--- src/rtl/led_pkg.sv ---
// Shared constants and types for the flow-LED chain: the board clock rate,
// the 1 ms tick divisor and the default brightness resolution.
`timescale 1ns/1ps
package led_pkg;
   localparam int CLK_HZ             = 25_000_000;
   localparam int TICK_1MS           = CLK_HZ / 1000;
   localparam int PWM_BITS_DEFAULT   = 8;
   localparam int DECAY_STEP_DEFAULT = 16;

   typedef logic [PWM_BITS_DEFAULT-1:0] level_t;
endpackage

--- src/rtl/led_pwm_channel.sv ---
// One comet-trail channel: a brightness level that snaps to full when the
// pattern bit is set, decays linearly on each tick, and drives a PWM compare.
`timescale 1ns/1ps
module led_pwm_channel
   import led_pkg::*;
#(
   parameter int PWM_BITS   = PWM_BITS_DEFAULT,
   parameter int DECAY_STEP = DECAY_STEP_DEFAULT
) (
   input  logic                clk_25mhz,
   input  logic                rst,
   input  logic                enable,
   input  logic                tick,
   input  logic [PWM_BITS-1:0] pwm_cnt,
   input  logic                led_in,
   output logic                led_out
);

   localparam logic [PWM_BITS-1:0] LEVEL_MAX = '1;
   localparam logic [PWM_BITS-1:0] STEP      = PWM_BITS'(DECAY_STEP);

   logic [PWM_BITS-1:0] level;

   // A set pattern bit beats a simultaneous tick; decay saturates at zero.
   always_ff @(posedge clk_25mhz) begin
      if (rst) begin
         level   <= '0;
         led_out <= 1'b0;
      end else begin
         if (led_in) begin
            level <= LEVEL_MAX;
         end else if (tick) begin
            level <= (level > STEP) ? (level - STEP) : '0;
         end
         led_out <= enable & (level > pwm_cnt);
      end
   end

endmodule

--- src/rtl/led_trail_pwm.sv ---
// Turns the hard on/off flow-LED pattern into a fading comet trail. The decay
// prescaler and the PWM counter are shared by every channel.
`timescale 1ns/1ps
module led_trail_pwm
   import led_pkg::*;
#(
   parameter int N_LED      = 4,
   parameter int PWM_BITS   = PWM_BITS_DEFAULT,
   parameter int TICK_DIV   = TICK_1MS,
   parameter int DECAY_STEP = DECAY_STEP_DEFAULT
) (
   input  logic             clk_25mhz,
   input  logic             rst,
   input  logic             enable,
   input  logic [N_LED-1:0] led_in,
   output logic [N_LED-1:0] led_out,
   output logic             tick
);

   localparam int              PRESC_W    = (TICK_DIV > 2) ? $clog2(TICK_DIV) : 1;
   localparam logic [PRESC_W-1:0] PRESC_LAST = PRESC_W'(TICK_DIV - 1);

   logic [PRESC_W-1:0]  presc;
   logic [PWM_BITS-1:0] pwm_cnt;

   // tick is registered, so it is high the cycle after the prescaler shows its last count.
   always_ff @(posedge clk_25mhz) begin
      if (rst) begin
         presc   <= '0;
         tick    <= 1'b0;
         pwm_cnt <= '0;
      end else begin
         presc   <= (presc == PRESC_LAST) ? '0 : presc + 1'b1;
         tick    <= (presc == PRESC_LAST);
         pwm_cnt <= pwm_cnt + 1'b1;
      end
   end

   for (genvar i = 0; i < N_LED; i++) begin : g_chan
      led_pwm_channel #(
         .PWM_BITS   (PWM_BITS),
         .DECAY_STEP (DECAY_STEP)
      ) u_chan (
         .clk_25mhz (clk_25mhz),
         .rst       (rst),
         .enable    (enable),
         .tick      (tick),
         .pwm_cnt   (pwm_cnt),
         .led_in    (led_in[i]),
         .led_out   (led_out[i])
      );
   end

endmodule

--- config.mk ---
export PLATFORM = sky130hd
export DESIGN_NAME = led_trail_pwm
export DESIGN_NICKNAME = d
export VERILOG_FILES = /design/src/rtl/led_pkg.sv /design/src/rtl/led_pwm_channel.sv /design/src/rtl/led_trail_pwm.sv
export SDC_FILE = /design/constraint.sdc
export NUM_CORES = 1
export LEC_CHECK = 0
export BUFFER_PORTS_ARGS = -buffer_cell sky130_fd_sc_hd__clkbuf_2
export CORE_MARGIN = 8
export CORE_UTILIZATION = 56
export DETAILED_ROUTE_END_ITERATION = 6
export HOLD_SLACK_MARGIN = 0.15
export PLACE_DENSITY_LB_ADDON = 0.12
export SLEW_MARGIN = 20
export SYNTH_ARGS = -nofsm -noshare
export SYNTH_HDL_FRONTEND = slang
export SYNTH_SLANG_ARGS = --single-unit
export TNS_END_PERCENT = 30
--- constraint.sdc ---
create_clock -name clk_25mhz -period 1.4 [get_ports clk_25mhz]
set_input_delay 0.07 -clock clk_25mhz [delete_from_list [all_inputs] [get_ports clk_25mhz]]
set_output_delay 0.07 -clock clk_25mhz [all_outputs]
set_load 0.005 [all_outputs]
* Word-level counts from Yosys, hierarchy flattened *
Cells that the tools add are included.

cells by class
  add/subtract/negate cells = 6
  multiply operators = 0
  divide/modulo/power cells = 0
  $lt $le $gt $ge = 8
  equality and inequality tests = 1
  shifts and indexed selects = 0
  muxes and demuxes = 12
  bitwise gates (word level) = 4
  reductions and logical operators = 5

operator list
  operator                 number
  $mux W8                  12
  $gt A8 B5 Y1 const B     4
  $gt A8 B8 Y1             4
  $sub A8 B5 Y8 const B    4
  $add A15 B1 Y15 const B  1
  $eq A15 B15 Y1 const B   1
  $add A8 B1 Y8 const B    1
  $reduce_bool A2 Y1       4
  $and A1 B1 Y1            4
  $reduce_or A2 Y1         1

word-level totals
  flip-flop bits (word level) = 60
  latch bits = 0
  memory bits (writable) = 0
  ROM bits = 0
  output and inout bits = 5
  word-level logic and storage cells = 47
  memories = 0

* Longest topological paths before layout *
Gate-level depths: netlist of run 1.

  word-level depth = 4
  gate-level depth with buffers = 6
  mapped depth without buffers = 6

* Cells and area by module *
A second synthesis of run 1 with hierarchy kept.

second synthesis, totals
  cells, all modules = 351
  area total of the unflattened synthesis = 2906.5 um^2

by module, submodules not included
  module           instances  cells an instance  area each (um^2)  seq. area each (um^2)
  led_pwm_channel  4          61                 475.5             120.1
  led_trail_pwm    1          107                1004.7            480.5

* Worst setup path after synthesis of run 1 *
OpenSTA, ideal clock, no wires.

  kind = register to register
  from = register presc[0]
  to = register presc[7]
  library setup time = 0.115 ns
  arrival time = 1.262 ns
  required time = 1.285 ns
  setup slack = 0.023 ns
  cell stages (with the launch flop) = 7
  period minus slack after synthesis = 1.377 ns
  cells stage by stage = dfxtp_1 > ha_1 > and4_1 > nand4_2 > nand2b_4 > buf_8 > nor2_2

between the ends
  longest elaborated chain between the ends = 2
  elaborated cells on any way between the ends = 3
  classes of those cells = add/sub (1); eq/ne (1); reduce/logical (1)

ends and longest elaborated chain
  element                                                  line                 RTL
  start: declaration                                       led_trail_pwm.sv:23  logic [PRESC_W-1:0] presc;
  start signal: assignment                                 led_trail_pwm.sv:33  presc <= (presc == PRESC_LAST) ? '0 : presc + 1'b1;
  branches (longest 2 deep; another with $add A15 B1 Y15)  n/a

Parallel ways; which one is timed is not known.
A chain may end at the register's enable or synchronous reset.

* Worst setup path in the final report of run 1 *
  from = register pwm_cnt[3]
  to = register g_chan[2].u_chan.led_out

between the ends
  longest elaborated chain between the ends = 2

ends and longest elaborated chain
  element                   line                   RTL
  start: declaration        led_trail_pwm.sv:24    logic [PWM_BITS-1:0] pwm_cnt;
  start signal: assignment  led_trail_pwm.sv:35    pwm_cnt <= pwm_cnt + 1'b1;
  $gt A8 B8 Y1              led_pwm_channel.sv:35  led_out <= enable & (level > pwm_cnt);
  $and A1 B1 Y1             led_pwm_channel.sv:35
  end signal: assignment    led_pwm_channel.sv:35
  end: declaration          led_pwm_channel.sv:16  output logic led_out

Every way passes these cells.

==> metrics.md, run 1 <==
| Metric | Value |
|---|---|
| Status | finished, final reports clean |
| Setup TNS | 0 ps |
| CP Launch Point | pwm_cnt[3]$_SDFF_PP0_ |
| Root buffer cell | clkbuf_8 |
| Core Footprint | 5070 sq um |
| Post-DRT Antenna Nets | 0 |
| Syn_area_per_cell | 8.70 sq um |
| Max Slew Vio Count | 0 |
| Distinct cells, synth | 36 |
| Worst EP required | 1630 ps |
| RSZ-0062 raised after global routing | yes |
| Placer Congestion | 0.756 |
| Power Dens Cells | 967 nW/um^2 |
| Ys flop type | dfxtp_1 |
| First-pass GRT wire length | 10,300 microns |
| DPL Wire Length | 4190 microns |
| Top-area cell type share of the netlist area | 0.328 |
| Clk slew on worst S/H paths | 90 ps |
| Fmax | 721 MHz |
| DRT Pass-1 Iters | 4 |
| Synth Register Bits | 48 |
| Tot Pwr | 0.00341 W |
| Worst IR Drop VDD | 682 uV |
| CP Class | flip-flop to flip-flop |
| Setup WS post-layout | 13.4 ps |
| CTS sink count | 48 |
| Asr flop ratio synth | 0 |
| Hold Fails Final Rpt | 0 |
| Worst endpoint data arrival time | 1620 ps |
| Fill cell count | 426 |
| Via density | 5.54 |
| Syn. warnings | 0 |
| Port Buf Inserts | 11 |
| Reg2reg path depth | 6 |
| Place WS | -41.9 ps |
| Routed wire length per instance | 14.5 microns |
| CP startpoint kind | flip-flop |
| Iteration-0 DRC Markers | 75 |
| Clk_lat worst skew | 300 ps |
| Critical Path Fanout Max | 4 |
| Synth area leaders | dfxtp_1 33%, ha_1 18%, a21oi_1 7.5%, xnor2_1 4.2%, nor2_1 4.1% |
| Area leader, netlist | dfxtp_1 |
| Worst reg2reg path endpoint | g_chan[2].u_chan.led_out$_SDFF_PP0_ |
| Hold endpoint | pwm_cnt[0]$_SDFF_PP0_ |
| CTS max path bufs | 2 |
| Clk_skew | 8.27 ps |
| Fin nets | 415 |
| Register area | 1000 sq um |
| Met2 Usage GRT | 0.284 |
| GR Util met1 | 0.194 |
| Max cap viols | 0 |
| FF-to-FF Start | pwm_cnt[3]$_SDFF_PP0_ |
| Register area share after synthesis | 0.328 |
| Via count | 2,423 |
| Pin count of the biggest net entering global routing | 32 |
| Hold Crit Start | rst |
| Grt ovf | 0 |
| Vias in the first global route | 2,345 |
| Post-synth EDFFs | 0 |
| WL final | 6350 microns |
| Core Util, Final | 0.695 |
| Final Critical Period | 1390 ps |
| Hold crit path type | input pin to flip-flop |
| Tot GR Track Use | 0.164 |
| H-tree levels | 2 |
| Period utilization | 0.990 |
| Die width | 88.4 microns |
| Num ports | 12 |
| Reg2reg setup slack | 10 ps |
| Antenna violations before repair | 0 |
| Relative slew slack | 0.661 |
| Slew @ Worst Pin | 509 ps |
| Die area | 7810 sq um |
| Worst hold stages | 3 |
| Drt drc | 0 |
| TritonCTS clock tree | done |
| Total area of multi-input combinational cells | 1960 sq um |
| Ant. Diodes | 0 |
| Synth Instances | 337 |
| FP Rows | 26 |
| Final Setup Violations | 0 |
| Pleak | 1.42 nW |
| Initial core utilization | 0.578 |
| Die Height | 88.4 microns |
| GRT busiest layer | met2 |
| Share of layout cells above drive strength 1 | 0.281 |
| Synthesized Nets | 386 |
| Layout area overhead | 20.3% |
| Met3 Usage GRT | 0.0297 |
| Mapped cell area | 2930 sq um |
| Critical Path End Type | flip-flop |
| Clock buffer count from CTS | 5 |
[state kept, by name, indices dropped and copies added (netlist names)]
register and count:
tick 1, g_chan.u_chan.led_out 4, presc 15, pwm_cnt 8, g_chan.u_chan.level 20
[final cells by class]
cell class	count	share of cell area
sequential	48	0.284
inverter	23	0.0259
timing repair buffer	33	0.0652
clock buffer	5	0.0195
clock inverter	3	0.0255
tap	70	0.0248
multi-input combinational	255	0.555
[report_power, final]
part           internal, W  switching (W)  leakage [nW]
registers          0.00143      0.0000833         0.404
clock network     0.000893       0.000479        0.0784
logic             0.000264       0.000259         0.939
total              0.00259       0.000821          1.42
[timing repair]
action / CTS / global route
hold buffers: 4 / 0
cloned: 1 / 0
hold endpoints to repair: 18 / 0
pin swaps: 0 / 3
setup endpoints to repair: 24 / 33
buffers inserted: 0 / 1
gates resized for setup: 12 / 55
[metrics by stage]
step	hold slack [ps]	cells	area (sq um)
6_report	238	437	3530
5_1_grt	249	437	3530
4_1_cts	233	436	3360
3_5_place_dp	371	423	3130
3_3_place_gp	358	423	3130
2_1_floorplan	187	337	2930
[cell usage in the layout (no fill, tap or decap), types with 2 or more instances in the layout]
| cell | n |
|---|---|
| o21ai_2 | 2 |
| nor2b_1 | 12 |
| xnor2_1 | 14 |
| dlygate4sd3_1 | 4 |
| nor3b_1 | 2 |
| clkbuf_2 | 11 |
| and4_4 | 2 |
| clkbuf_8 | 5 |
| and4b_1 | 2 |
| ha_1 | 35 |
| nor3_2 | 2 |
| ha_4 | 6 |
| inv_1 | 16 |
| nand4_1 | 3 |
| buf_4 | 18 |
| or3_1 | 2 |
| mux2_2 | 2 |
| nand3_1 | 12 |
| nand2b_4 | 2 |
| xor2_1 | 5 |
| nor2_2 | 8 |
| nand3b_1 | 4 |
| inv_4 | 2 |
| dfxtp_1 | 25 |
| o21a_1 | 4 |
| and3_1 | 2 |
| inv_2 | 5 |
| nor3_1 | 5 |
| o21ai_0 | 8 |
| nand2_1 | 14 |
| dfxtp_2 | 18 |
| and4_1 | 9 |
| dfxtp_4 | 5 |
| bufinv_16 | 3 |
| nor4_2 | 3 |
| nor2_1 | 32 |
| a21oi_1 | 43 |
| a311oi_1 | 2 |
| o21ai_1 | 8 |
| a221oi_2 | 2 |
[worst max-delay path, stage by stage, from the launching register on]
cell     delay (ps)
dfxtp_2         350
inv_2            80
ha_1            330
and4_1          200
a21oi_2         140
o21ai_1          80
a21oi_1         140
[Yosys cell counts, drive strengths merged (8+ instances only)]
library cell  instances
dfxtp                48
a21oi                44
ha                   42
nor2                 40
inv                  23
o21ai                18
nand2                14
xnor2                14
nand3                13
nor2b                12
and4                 11
buf                   8
[worst max-delay path by stage]
stage / to / cells past startpoint / slack [ps]
floorplan: presc[7]$_SDFF_PP0_ / 6 / 20
global placement: presc[2]$_SDFF_PP0_ / 5 / -20
detailed placement: presc[6]$_SDFF_PP0_ / 5 / -40
CTS: g_chan[1].u_chan.led_out$_SDFF_PP0_ / 5 / 3
global route: g_chan[2].u_chan.led_out$_SDFF_PP0_ / 6 / -60
finish: g_chan[2].u_chan.led_out$_SDFF_PP0_ / 6 / 10
[cell families (layout without fill, tap and decap cells)]
kind of cell / after synthesis / in the layout / share of synthesized area
AND/OR/NAND/NOR: 121 / 122 / 0.246
flip-flops: 48 / 48 / 0.328
AO/OA/AOI/OAI: 70 / 70 / 0.128
adder cells (fa/ha/maj): 42 / 42 / 0.179
multiplexers: 2 / 2 / 0.00768
XOR/XNOR: 19 / 19 / 0.0567
buffers and inverters: 35 / 64 / 0.0550
[metal layers]
metal / share of wire / vias to the layer above / routed length, microns
li1: - / 1241 / -
met1: 0.45 / 1135 / 2850
met2: 0.50 / 34 / 3180
met3: 0.026 / 13 / 163
met4: 0.024 / 0 / 150
met5: 0 / - / 0
Power figures use the tool's default switching activity.
==> run 2, diff against run 1 <==
--- a/config.mk
+++ b/config.mk
@@ -7,7 +7,8 @@
 export LEC_CHECK = 0
 export BUFFER_PORTS_ARGS = -buffer_cell sky130_fd_sc_hd__clkbuf_2
 export CORE_MARGIN = 8
-export CORE_UTILIZATION = 56
+export CORE_UTILIZATION = 58
+export CTS_BUF_LIST = sky130_fd_sc_hd__clkbuf_8
 export DETAILED_ROUTE_END_ITERATION = 6
 export HOLD_SLACK_MARGIN = 0.15
 export PLACE_DENSITY_LB_ADDON = 0.12
==> run 2 against run 1 <==
Effect of this change:
- first-iteration DRC count is 8.0% higher
- count of clock-buffer cells in the layout stayed put
- routed wire length is 4.3% lower
- clock power is 28% lower
- largest power group unchanged
==> metrics.md, run 2 (synthesis gave the netlist of run 1 again) <==
| Metric | Value |
|---|---|
| Status | finished, final reports clean |
| Routed wire length per instance | 13.8 microns (-5.0%) |
| Grt ovf | 0 (unchanged) |
| Pin count of the biggest net entering global routing | 21 (-34%) |
| WL final | 6070 microns (-4.3%) |
| Worst IR Drop VDD | 492 uV (-28%) |
| H-tree levels | 2 (unchanged) |
| Sequential share of power | 0.501 (+0.056) |
| Antenna violations before repair | 0 (unchanged) |
| Share of layout cells above drive strength 1 | 0.276 (-0.00498) |
| Die Height | 87.1 microns (-1.4%) |
| First-pass GRT wire length | 10,300 microns (about the same) |
| Drt drc | 0 (unchanged) |
| Pleak | 1.44 nW (+1.4%) |
| Post-Route M1 WL | 2940 microns (+3.2%) |
| Cell-by-cell trace of the critical path | ha_1, and4_1, a21oi_1, o21ai_1, a21oi_1 |
| Worst endpoint data arrival time | 1620 ps (about the same) |
| Switching power | 0.000804 W (-2.1%) |
| Max FFs per register | 20 (unchanged) |
| Critical Path Fanout Max | 7 (+3) |
| Top sig layer | met4 |
| Slew @ Worst Pin | 393 ps (-116 ps) |
| Die area | 7590 sq um (-2.8%) |
| Layout area overhead | 19.2% |
| DRT Pass-1 Iters | 4 (unchanged) |
| Final Setup Violations | 0 (unchanged) |
| Register area | 980 sq um (-2.2%) |
| TritonCTS clock tree | done |
| Placer Congestion | 0.783 (+3.7%) |
| FF-to-FF Start | pwm_cnt[0]$_SDFF_PP0_ |
| Reg2reg path depth | 5 (-1) |
| Port Buf Inserts | 11 (unchanged) |
| Via density | 5.42 (-2.2%) |
| Clk slew on worst S/H paths | 90 ps (about the same) |
| Worst EP required | 1630 ps (about the same) |
| Core Footprint | 4980 sq um (-1.9%) |
| Post CTS Setup Buffer Count | 0 (unchanged) |
| Largest register by flop count | g_chan.u_chan.level |
| Relative slew slack | 0.738 (+0.0770) |
| Tot GR Track Use | 0.168 (+0.00379) |
| Hold Crit Start | rst |
| Final Critical Period | 1390 ps (+6.07 ps) |
| Fmax | 718 MHz (-0.44%) |
| CP startpoint kind | flip-flop |
| Clock Power Share | 0.325 (-0.077) |
| Initial core utilization | 0.589 (+0.0113) |
| Max Slew Vio Count | 0 (unchanged) |
| Die width | 87.1 microns (-1.4%) |
| Post-Layout Inst Area | 3490 sq um (-0.96%) |
| Total area of multi-input combinational cells | 1980 sq um (+1.2%) |
| Power Dens Cells | 866 nW/um^2 (-10%) |
| Int Power | 0.00222 W (-14%) |
| Hold crit path type | input pin to flip-flop |
| Root buffer cell | clkbuf_8 |
| DR WL met3 | 186 microns (+14%) |
| CTS sink count | 48 (unchanged) |
| Hold endpoint | g_chan[0].u_chan.level[5]$_SDFFE_PP0P_ |
| Placed Instance Area | 3160 sq um (+0.96%) |
| Iteration-0 DRC Markers | 81 (+8.0%) |
| Critical Path End Type | flip-flop |
| Sw frac | 0.265 (+0.0248) |
| Max cap viols | 0 (unchanged) |
| Clk_skew | 5.86 ps (-2.41 ps) |
| Top cell by count, worst path | a21oi_1 |
| Fin nets | 418 (+0.72%) |
| Vias in the first global route | 2,347 (+0.085%) |
| Biggest registers after layout | g_chan.u_chan.level x20, presc x15, pwm_cnt x8 |
| CTS max path bufs | 2 (unchanged) |
| Worst reg2reg path endpoint | g_chan[1].u_chan.led_out$_SDFF_PP0_ |
| Via count | 2,385 (-1.6%) |
| CP Class | flip-flop to flip-flop |
| Ant. Diodes | 0 (unchanged) |
| FP Rows | 26 (unchanged) |
| Clock buffer count from CTS | 5 (unchanged) |
| DPL Wire Length | 4150 microns (-0.87%) |
| RSZ-0062 raised after global routing | yes |
| Fin Hold WS | 155 ps (-83.7 ps) |
| Fill cell count | 410 (-3.8%) |
| Reg2reg setup slack | 7 ps (about the same) |
| Most frequent cells in the layout | 39 x a21oi_1, 36 x ha_1, 33 x dfxtp_1 |
| Met2 wire len | 2860 microns (-10%) |
| Clk_lat worst skew | 300 ps (about the same) |
| Crit-path max cell delay | 490 ps (+140 ps) |
| Period utilization | 0.995 (+0.00434) |
| Comb power frac | 0.174 (+0.021) |
| Hold Fails Final Rpt | 0 (unchanged) |
| Commonest non-fill, non-tap cell in the layout | a21oi_1 |
| Post-DRT Antenna Nets | 0 (unchanged) |
| Num ports | 12 (unchanged) |
| Worst hold stages | 3 (unchanged) |
| Slowest CP cell | dfxtp_1 |
## run 2: power groups by stage
stage	registers, W	clock network [W]	logic (W)
global route	0.00153	0.00106	0.000608
CTS	0.00150	0.00100	0.000473
floorplan	0.00152	0	0.000337
detailed placement	0.00153	0	0.000447
global placement	0.00153	0	0.000438
finish	0.00152	0.000985	0.000528
## run 2: worst max path at each step
stage,startpoint,end,slack (ps),depth (start not counted)
after floorplan,presc[0]$_SDFF_PP0_,presc[7]$_SDFF_PP0_,20,6
after global placement,g_chan[0].u_chan.level[5]$_SDFFE_PP0P_,g_chan[0].u_chan.level[7]$_SDFFE_PP0P_,-40,6
after detailed placement,presc[1]$_SDFF_PP0_,presc[6]$_SDFF_PP0_,-40,5
after CTS,pwm_cnt[5]$_SDFF_PP0_,g_chan[1].u_chan.led_out$_SDFF_PP0_,-50,7
after global routing,pwm_cnt[7]$_SDFF_PP0_,g_chan[3].u_chan.led_out$_SDFF_PP0_,-60,6
final,pwm_cnt[0]$_SDFF_PP0_,g_chan[1].u_chan.led_out$_SDFF_PP0_,7,5
## run 2: per-stage QoR
step	setup TNS, ps	util	power, W	cells	setup WS [ps]
after floorplan	0	-	0.00186	337	22.9
after global placement	-353	0.634	0.00197	427	-38.6
after detailed placement	-514	0.634	0.00198	427	-42.1
after CTS	-47.1	0.669	0.00298	440	-47.1
after global routing	-236	0.702	0.00319	440	-60.4
final	0	0.702	0.00303	440	7.28
## run 2: worst max-delay path, delay by kind of cell, from the launching register on
family                   cells  cell delay [ps]
AO/OA/AOI/OAI                3              390
AND/OR/NAND/NOR              1              160
adder cells (fa/ha/maj)      1              290
flip-flops                   1              490
## run 2: layout make-up
class | count | share of cell area
Multi-Input combinational cell | 255 | 0.567
Sequential cell | 48 | 0.280
Timing Repair Buffer | 36 | 0.0723
Tap cell | 70 | 0.0251
Inverter | 23 | 0.0247
Clock buffer | 5 | 0.0197
Clock inverter | 3 | 0.0111
## run 2: routing by layer
| metal | up-vias | global-route usage |
|---|---|---|
| met5 | - | 0 |
| met4 | 0 | 0.0438 |
| met3 | 8 | 0.0368 |
| met2 | 28 | 0.294 |
| met1 | 1103 | 0.201 |
| li1 | 1246 | - |
## run 2: timing repair
item | 4_1_cts | 5_1_grt
setup endpoints to repair | 25 | 32
resized for setup | 10 | 53
pin swaps | 0 | 5
hold buffers | 4 | 0
endpoints found under the hold margin | 18 | 0
gates cloned | 1 | 0
